<file path="config.mk">
export PLATFORM = sky130hd
export DESIGN_NAME = fetch_exec_controller
export DESIGN_NICKNAME = d
export VERILOG_FILES = /design/src/rtl/fetch_exec_controller_pkg.sv /design/src/rtl/fetch_exec_controller_mem_wait_timer.sv /design/src/rtl/fetch_exec_controller.sv
export SDC_FILE = /design/constraint.sdc
export NUM_CORES = 1
export LEC_CHECK = 0
export ABC_AREA = 1
export CAP_MARGIN = 20
export CORE_UTILIZATION = 35
export CTS_BUF_LIST = sky130_fd_sc_hd__clkbuf_8
export DETAILED_ROUTE_END_ITERATION = 16
export GPL_TIMING_DRIVEN = 0
export PLACE_DENSITY = 0.69
export SYNTH_ARGS = -nofsm -noshare
export SYNTH_HDL_FRONTEND = slang
export SYNTH_SLANG_ARGS = --single-unit
</file>
<file path="constraint.sdc">
create_clock -name clk -period 2.1 [get_ports clk]
set_input_delay 0.21 -clock clk [delete_from_list [all_inputs] [get_ports clk]]
set_output_delay 0.21 -clock clk [all_outputs]
set_load 0.05 [all_outputs]
</file>
<file path="src/rtl/fetch_exec_controller_pkg.sv">
// fetch_exec_controller_pkg: opcodes, state encoding, bus/ALU codes and control-word decode
package fetch_exec_controller_pkg;

    localparam logic [3:0] OP_NOP  = 4'h0;
    localparam logic [3:0] OP_LDI  = 4'h1;
    localparam logic [3:0] OP_ADD  = 4'h2;
    localparam logic [3:0] OP_SUB  = 4'h3;
    localparam logic [3:0] OP_LD   = 4'h4;
    localparam logic [3:0] OP_ST   = 4'h5;
    localparam logic [3:0] OP_JMP  = 4'h6;
    localparam logic [3:0] OP_JZ   = 4'h7;
    localparam logic [3:0] OP_HALT = 4'hF;

    localparam logic [2:0] BUS_NONE = 3'd0;
    localparam logic [2:0] BUS_PC   = 3'd1;
    localparam logic [2:0] BUS_MEM  = 3'd2;
    localparam logic [2:0] BUS_IMM  = 3'd3;
    localparam logic [2:0] BUS_ALU  = 3'd4;
    localparam logic [2:0] BUS_REG  = 3'd5;

    localparam logic [1:0] ALU_PASS = 2'd0;
    localparam logic [1:0] ALU_ADD  = 2'd1;
    localparam logic [1:0] ALU_SUB  = 2'd2;

    typedef enum logic [3:0] {
        S_IDLE,
        S_F_ADDR,
        S_F_READ,
        S_F_LOAD,
        S_DECODE,
        S_EXEC,
        S_M_ADDR,
        S_M_ACC,
        S_WB,
        S_HALT
    } state_t;

    typedef struct packed {
        logic [2:0] bus_sel;
        logic       mar_en;
        logic       mem_rd;
        logic       mem_wr;
        logic       ir_en;
        logic       pc_inc;
        logic       pc_load;
        logic       reg_wr;
        logic [1:0] alu_op;
        logic       halted;
    } ctrl_t;

    // Control word for a state; op is the opcode latched at DECODE.
    function automatic ctrl_t ctrl_of(input state_t s, input logic [3:0] op);
        ctrl_t c;
        c = '0;
        case (s)
            S_F_ADDR: begin
                c.bus_sel = BUS_PC;
                c.mar_en  = 1'b1;
            end
            S_F_READ: c.mem_rd = 1'b1;
            S_F_LOAD: begin
                c.bus_sel = BUS_MEM;
                c.ir_en   = 1'b1;
                c.pc_inc  = 1'b1;
            end
            S_EXEC: begin
                c.bus_sel = (op == OP_ADD || op == OP_SUB) ? BUS_ALU : BUS_IMM;
                c.alu_op  = op == OP_ADD ? ALU_ADD : op == OP_SUB ? ALU_SUB : ALU_PASS;
                c.reg_wr  = op inside {OP_LDI, OP_ADD, OP_SUB};
                c.pc_load = op inside {OP_JMP, OP_JZ};
            end
            S_M_ADDR: begin
                c.bus_sel = BUS_IMM;
                c.mar_en  = 1'b1;
            end
            S_M_ACC: begin
                c.mem_rd  = op == OP_LD;
                c.mem_wr  = op == OP_ST;
                c.bus_sel = op == OP_ST ? BUS_REG : BUS_NONE;
            end
            S_WB: begin
                c.bus_sel = BUS_MEM;
                c.reg_wr  = 1'b1;
            end
            S_HALT: c.halted = 1'b1;
            default: c = '0;
        endcase
        return c;
    endfunction

endpackage

</file>
<file path="src/rtl/fetch_exec_controller_mem_wait_timer.sv">
// fetch_exec_controller_mem_wait_timer: counts memory wait cycles, flags timeout
module fetch_exec_controller_mem_wait_timer #(
    parameter int LIMIT = 16
) (
    input  logic clk,
    input  logic reset,
    input  logic clr,
    input  logic en,
    output logic expired
);

    logic [7:0] count;

    always_ff @(posedge clk or posedge reset) begin
        if (reset)
            count <= '0;
        else if (clr)
            count <= '0;
        else if (en)
            count <= count + 8'd1;
    end

    // Fires on the LIMIT-th consecutive unanswered wait cycle.
    assign expired = en && (count == 8'(LIMIT - 1));

endmodule

</file>
<file path="src/rtl/fetch_exec_controller.sv">
// fetch_exec_controller: Moore FSM sequencing fetch, decode and execute of the 16-bit CPU datapath
module fetch_exec_controller
    import fetch_exec_controller_pkg::*;
#(
    parameter int MEM_TIMEOUT = 16
) (
    input  logic        clk,
    input  logic        reset,
    input  logic [15:0] ir,
    input  logic        zero_flag,
    input  logic        mem_ready,
    input  logic        run,
    output logic [2:0]  bus_sel,
    output logic        mar_en,
    output logic        mem_rd,
    output logic        mem_wr,
    output logic        ir_en,
    output logic        pc_inc,
    output logic        pc_load,
    output logic        reg_wr,
    output logic [1:0]  alu_op,
    output logic        halted,
    output logic        fault
);

    state_t     state, state_n;
    logic [3:0] op, op_n;
    logic       fault_n;
    logic       waiting;
    logic       expired;
    ctrl_t      ctrl;
    logic       unused_ir;

    assign unused_ir = ^ir[11:0];
    assign waiting   = state inside {S_F_READ, S_M_ACC};

    fetch_exec_controller_mem_wait_timer #(.LIMIT(MEM_TIMEOUT)) u_timer (
        .clk     (clk),
        .reset   (reset),
        .clr     (!waiting),
        .en      (waiting && !mem_ready),
        .expired (expired)
    );

    always_comb begin
        state_n = state;
        op_n    = op;
        fault_n = fault;
        case (state)
            S_IDLE:   state_n = run ? S_F_ADDR : S_IDLE;
            S_F_ADDR: state_n = S_F_READ;
            S_F_READ: begin
                if (mem_ready)
                    state_n = S_F_LOAD;
                else if (expired) begin
                    state_n = S_HALT;
                    fault_n = 1'b1;
                end
            end
            S_F_LOAD: state_n = S_DECODE;
            S_DECODE: begin
                op_n = ir[15:12];
                case (ir[15:12])
                    OP_NOP:                         state_n = S_F_ADDR;
                    OP_LDI, OP_ADD, OP_SUB, OP_JMP: state_n = S_EXEC;
                    OP_LD, OP_ST:                   state_n = S_M_ADDR;
                    OP_JZ:                          state_n = zero_flag ? S_EXEC : S_F_ADDR;
                    OP_HALT:                        state_n = S_HALT;
                    default: begin
                        state_n = S_HALT;
                        fault_n = 1'b1;
                    end
                endcase
            end
            S_EXEC:   state_n = S_F_ADDR;
            S_M_ADDR: state_n = S_M_ACC;
            S_M_ACC: begin
                if (mem_ready)
                    state_n = op == OP_LD ? S_WB : S_F_ADDR;
                else if (expired) begin
                    state_n = S_HALT;
                    fault_n = 1'b1;
                end
            end
            S_WB:     state_n = S_F_ADDR;
            S_HALT:   state_n = S_HALT;
            default:  state_n = S_IDLE;
        endcase
    end

    // Control word is decoded from the next state so outputs are registered yet aligned with state.
    always_ff @(posedge clk or posedge reset) begin
        if (reset) begin
            state <= S_IDLE;
            op    <= OP_NOP;
            fault <= 1'b0;
            ctrl  <= '0;
        end else begin
            state <= state_n;
            op    <= op_n;
            fault <= fault_n;
            ctrl  <= ctrl_of(state_n, op_n);
        end
    end

    assign bus_sel = ctrl.bus_sel;
    assign mar_en  = ctrl.mar_en;
    assign mem_rd  = ctrl.mem_rd;
    assign mem_wr  = ctrl.mem_wr;
    assign ir_en   = ctrl.ir_en;
    assign pc_inc  = ctrl.pc_inc;
    assign pc_load = ctrl.pc_load;
    assign reg_wr  = ctrl.reg_wr;
    assign alu_op  = ctrl.alu_op;
    assign halted  = ctrl.halted;

endmodule
</file>
==> key figures, run 1 <==
Run status
  – Outcome: completed

STA
  – Sum Neg Setup Slack: 0 ps
  – Crit share post-route: 0.834
  – Clk_skew: 5.99 ps
  – Final Hold Fails: 0
  – RSZ-0062 raised after global routing: no
  – Min cycle time layout: 1750 ps
  – Slew headroom: 0.594
  – Fmax: 0.571 GHz
  – Slew Limit Fails: 0
  – Final setup viols: 0
  – Worst Max-Slew Pin Slew: 609 ps

Global route
  – Number of global-route vias before repair: 1222
  – First-pass GRT wire length: 5320 µm
  – Largest net degree at the start of global routing: 30
  – Antenna violations before repair: 0
  – GRT Overall Usage: 0.139
  – GRT overflow: 0

Synthesis
  – Synth cell types: 32
  – Seq/Total Area, Yosys: 0.452
  – Area leader, netlist: dfrtp_1
  – Synthesized area: 1610 µm²
  – Syn Area/Cell: 8.32 µm²
  – Synthesized Nets: 215
  – Flop and latch count out of synthesis: 29
  – Synth warn: 0
  – Syn Inst Count: 193
  – Share of the synthesized area in the top cell type: 0.452
  – Area contributors post-synth: dfrtp_1 45%, nand2_1 9.6%, inv_1 6.5%

Clock tree
  – Clock Latency Late Sink: 280 ps
  – Postcts setup bufs: 0
  – Root Driver: clkbuf_8
  – CTS max path bufs: 2
  – Clock-pin transition on the worst setup and hold timing paths: 70 ps
  – Post-cts sizing count: 0
  – # H-tree levels: 2
  – TritonCTS Buffers: 5
  – TritonCTS clock tree: built
  – Clk sink count: 29
  – Hold-fix buffers, CTS: 0

Drt
  – Residual DRC: 0
  – DRT Wirelength: 3080 µm
  – DRT iter0 DRCs: 58
  – Routed vias: 1306
  – Post-DRT Antenna Nets: 0
  – Avg WL per Cell: 11.2 µm
  – Router iterations before antenna repair: 4
  – Vias/cell: 4.73

Layout
  – Syn-to-layout area delta: 27.0%
  – Final core occ: 0.465
  – Antenna Cells: 0
  – Share of cells above drive strength 1: 0.165
  – Final nets: 245

Hold path
  – Hold Path Class: primary input to asynchronous set/reset pin

Power
  – Pwr per Cell Area: 1340 nW/µm²
  – Maximum vdd ir drop: 0.000508 V
  – Pleak: 1.04 nW

Critical path
  – Worst Path Required: 2270 ps
  – Critical path class: flip-flop to flip-flop
  – CP Launch Point: state[0]$_DFF_PP0_
  – Crit Path Max Fanout: 6
  – Crit start category: flip-flop
  – Reg2Reg Setup Slack: 350 ps
  – Crit Reg-Reg Startpoint: state[0]$_DFF_PP0_
  – Arrival time worst endpoint: 1920 ps
  – Worst setup path end: bus_sel[0]$_DFF_PP0_
  – R2r worst-path depth: 9
  – Critical R2R Capture: bus_sel[0]$_DFF_PP0_
  – CP Capture Type: flip-flop

Floorplanning
  – Initial Utilization: 0.366
  – Core Region: 4380 µm²
  – Die X: 69.7 µm
  – Die Footprint: 4860 µm²
  – Io pins: 35
  – Row cnt: 24
  – Die height: 69.7 µm

Flow run
  – Max Cap Viol: 0

Place
  – Port Buf Inserts: 22
  – Post-DP HPWL: 2350 µm
  – GP Congestion: 0.929
## cell type report
cell class	instances	area, µm²
clock inverters	3	65.1
clock buffers	5	68.8
multi-input cells	131	751
repair buffers	23	235
flip-flops and latches	29	726
well taps	52	65.1
inverters	32	121
plain buffers	1	7.51
fillers	423	2340
## cells in the mapped netlist
library cell / n
o21ai_0: 7
o21a_1: 1
a21oi_4: 2
o21ai_1: 2
nand2_2: 5
nor2_1: 25
ha_1: 1
buf_4: 1
o31ai_1: 2
a22o_2: 1
nand2_4: 2
inv_2: 2
nand3_4: 3
a21o_2: 1
dfrtp_1: 29
o211ai_1: 1
nand4_1: 3
nand3_2: 1
nand3_1: 15
nor2_4: 2
clkinv_1: 1
nor3_4: 2
nor3_1: 2
nand2_8: 1
clkinv_2: 1
o21a_2: 1
xnor2_1: 1
nand2_1: 41
nor2_2: 3
inv_1: 28
a21oi_1: 5
a21boi_1: 1
## worst min-delay path by stage
stage | slack, ps | endpoint | depth (start not counted) | startpoint
after CTS | 470 | u_timer.count[7]$_DFFE_PP0P_ | 1 | u_timer.count[7]$_DFFE_PP0P_
after global routing | 340 | u_timer.count[5]$_DFFE_PP0P_ | 2 | reset
final | 300 | u_timer.count[5]$_DFFE_PP0P_ | 2 | reset
after detailed placement | 460 | u_timer.count[7]$_DFFE_PP0P_ | 1 | u_timer.count[7]$_DFFE_PP0P_
after global placement | 450 | u_timer.count[7]$_DFFE_PP0P_ | 1 | u_timer.count[7]$_DFFE_PP0P_
after floorplan | 290 | alu_op[0]$_DFF_PP0_ | 1 | reset
## routing by layer
| layer | part of all wire | GRT usage |
|---|---|---|
| met1 | 0.46 | 0.177 |
| met2 | 0.47 | 0.229 |
| met3 | 0.040 | 0.0233 |
| met4 | 0.028 | 0.0711 |
| met5 | 0 | 0 |
## flip-flops by register name (all words and copies together), names as in the netlist, 2 cells and up
name	count
u_timer.count	8
op	4
state	4
bus_sel	3
alu_op	2
## worst max-delay path, stage by stage (launching register included)
cell and delay [ps]:
dfrtp_1 400, inv_1 190, nand2_1 120, nor2_2 210
o21a_1 190, inv_1 90, nor3_4 200, nor2_1 80
nor2_1 100, nand2_1 60
## power by group
group	total, W	switching (W)	internal [W]
logic	0.00128	0.000865	0.000413
registers	0.000782	0.0000945	0.000687
clock network	0.000681	0.000210	0.000471
## placed cells by master (no fill, tap or decap), types with 2 or more instances in the layout
cell type | netlist | layout
clkbuf_8 | 0 | 5
nor2_4 | 2 | 2
nand2_2 | 5 | 5
nor3_4 | 2 | 2
nand3_4 | 3 | 3
nand4_1 | 3 | 3
nand2_4 | 2 | 2
o21ai_0 | 7 | 7
dfrtp_1 | 29 | 29
inv_1 | 28 | 28
nand3_1 | 15 | 15
a21oi_1 | 5 | 5
o31ai_1 | 2 | 2
nor2_2 | 3 | 3
clkinv_2 | 1 | 2
nor3_1 | 2 | 2
nor2_1 | 25 | 25
o21ai_1 | 2 | 2
nand2_1 | 41 | 41
clkdlybuf4s50_1 | 0 | 22
a21oi_4 | 2 | 2
inv_2 | 2 | 2
bufinv_16 | 0 | 2
## logic make-up (layout without fill, tap and decap cells)
| kind of cell | count (synthesis) | after routing | synth area share |
|---|---|---|---|
| AOI/OAI and AO/OA | 24 | 24 | 0.104 |
| buffers and inverters | 33 | 64 | 0.0803 |
| and+or+nand+nor | 105 | 105 | 0.350 |
| adders and majority gates | 1 | 1 | 0.00779 |
| DFF | 29 | 29 | 0.452 |
| xor gates and xnor gates | 1 | 1 | 0.00546 |
## per-stage QoR
step           hold slack (ps)  instance area (µm²)  cells  worst slack, ps  total power, W
6_report                   298                 2040    276              349         0.00274
5_1_grt                    345                 2040    276              151         0.00294
4_1_cts                    469                 2020    275              307         0.00276
3_5_place_dp               461                 1890    267              168         0.00207
3_3_place_gp               452                 1890    267              163         0.00205
2_1_floorplan              288                 1610    193              552         0.00178
(Power assumes the default switching activity.)
==> inputs of run 2 (changes only) <==
==> constraint.sdc (replaced) <==
create_clock -name clk -period 1.8 [get_ports clk]
set_input_delay 0.18 -clock clk [delete_from_list [all_inputs] [get_ports clk]]
set_output_delay 0.18 -clock clk [all_outputs]
set_load 0.05 [all_outputs]
==> run 2 against run 1 <==
Compared with the run above:
- total power rose by 20%
- clock-buffer cell count did not move
- cell count rose by 1.4%
- routed wire length rose by 3.4%
- largest power group unchanged
==> key figures, run 2 (synthesis results as in run 1) <==
Layout
  – Area of the multi-input gates: 761 µm²
  – Largest regs: u_timer.count: 8 flops, op: 4 flops, state: 4 flops
  – Antenna Cells: 0
  – Finished Layout Cells: 280
  – Sequential cell area: 728 µm²
  – Syn-to-layout area delta: 29.7%
  – Max reg flops: 8
  – Share of cells above drive strength 1: 0.202
  – Final nets: 249
  – FILL cells: 414
  – Commonest non-fill, non-tap cell in the layout: nand2_1
  – Largest register by flop count: u_timer.count
  – Commonest cells after routing, fill and taps aside: 41 x nand2_1, 27 x inv_1, 27 x dfrtp_1, 23 x nor2_1, 22 x clkdlybuf4s50_1
  – Final core occ: 0.475

Drt
  – DRT iter0 DRCs: 46
  – Router iterations before antenna repair: 4
  – Avg WL per Cell: 11.4 µm
  – Vias/cell: 4.70
  – Routed vias: 1316
  – Residual DRC: 0
  – Post-DRT Antenna Nets: 0
  – DRT Wirelength: 3190 µm

Global route
  – Largest net degree at the start of global routing: 30
  – Antenna violations before repair: 0
  – GRT Overall Usage: 0.139
  – Number of global-route vias before repair: 1222
  – First-pass GRT wire length: 5320 µm
  – GRT overflow: 0

Critical path
  – Crit Path Max Fanout: 2
  – CP Launch Point: ir_en$_DFF_PP0_
  – Crit Reg-Reg Startpoint: state[0]$_DFF_PP0_
  – Arrival time worst endpoint: 1510 ps
  – Reg2Reg Setup Slack: 120 ps
  – Critical path class: flip-flop to primary output
  – Crit start category: flip-flop
  – CP Capture Type: primary output
  – Worst Path Required: 1620 ps

Floorplanning
  – Initial Utilization: 0.366
  – Core Region: 4380 µm²
  – Io pins: 35
  – Row cnt: 24
  – Die height: 69.7 µm
  – Die Footprint: 4860 µm²
  – Die X: 69.7 µm

STA
  – Fmax: 0.592 GHz
  – Final setup viols: 0
  – Hold_ws: 266 ps
  – Final Hold Fails: 0
  – Crit share post-route: 0.939
  – Min cycle time layout: 1690 ps
  – Slew Limit Fails: 0
  – Worst Max-Slew Pin Slew: 607 ps
  – Sum Neg Setup Slack: 0 ps
  – Clk_skew: 6.92 ps
  – Slew headroom: 0.595

Clock tree
  – TritonCTS Buffers: 5
  – Root Driver: clkbuf_8
  – # H-tree levels: 2
  – TritonCTS clock tree: built
  – CTS max path bufs: 2
  – Clk sink count: 29
  – Clock-pin transition on the worst setup and hold timing paths: 70 ps
  – Clock Latency Late Sink: 280 ps

Power
  – Maximum vdd ir drop: 0.000593 V
  – Pwr per Cell Area: 1580 nW/µm²
  – Pleak: 1.06 nW

Run status
  – Outcome: completed

Hold path
  – Hold Path Class: primary input to asynchronous set/reset pin

Place
  – Post-Place Cells: 267
  – Port Buf Inserts: 22
  – GP Congestion: 0.929
  – Post-DP HPWL: 2350 µm

Flow run
  – Max Cap Viol: 0
run 2: layer usage:
layer | up-vias | GRT usage | wire length (µm)
li1 | 683 | - | -
met1 | 595 | 0.177 | 1490
met2 | 30 | 0.229 | 1500
met3 | 8 | 0.0233 | 105
met4 | 0 | 0.0711 | 83
met5 | - | 0 | 0
run 2: path summary, 6_finish.rpt:
check,end,cells after the start
worst max-delay path,pc_inc,2
worst min-delay path,u_timer.count[5]$_DFFE_PP0P_,2
worst max register to register,bus_sel[2]$_DFF_PP0_,9
worst min register to register,u_timer.count[7]$_DFFE_PP0P_,1
max in group asynchronous,op[3]$_DFF_PP0_,3
min in group clk,u_timer.count[7]$_DFFE_PP0P_,1
run 2: critical path: stages (launching register included):
cell and delay (ps):
dfrtp_1 350, buf_4 100, clkdlybuf4s50_1 780
run 2: final cells by class:
cell class,instances,share of cell area
Multi-Input combinational cell,131,0.365
Sequential cell,29,0.350
Timing Repair Buffer,27,0.127
Inverter,32,0.0583
Clock buffer,5,0.0331
Clock inverter,3,0.0312
Tap cell,52,0.0312
Buffer,1,0.00361
run 2: repair_timing:
action,in CTS,in global routing
setup endpoints to repair,0,8
resized for setup,0,6
setup buffers,0,4
hold buffers,0,0
run 2: power breakdown:
group | leakage [nW] | switching, W | internal [W] | total (W)
clock | 0.0681 | 0.000247 | 0.000549 | 0.000796
sequential | 0.380 | 0.000105 | 0.000806 | 0.000911
combinational | 0.609 | 0.00105 | 0.000536 | 0.00158
run 2: per-stage QoR:
stage	total power [W]	setup slack, ps	instance area [µm²]
after floorplan	0.00207	252	1610
after CTS	0.00322	6.86	2020
after global routing	0.00352	-7.52	2080
after detailed placement	0.00241	-102	1890
after global placement	0.00239	-107	1890
final	0.00329	111	2080
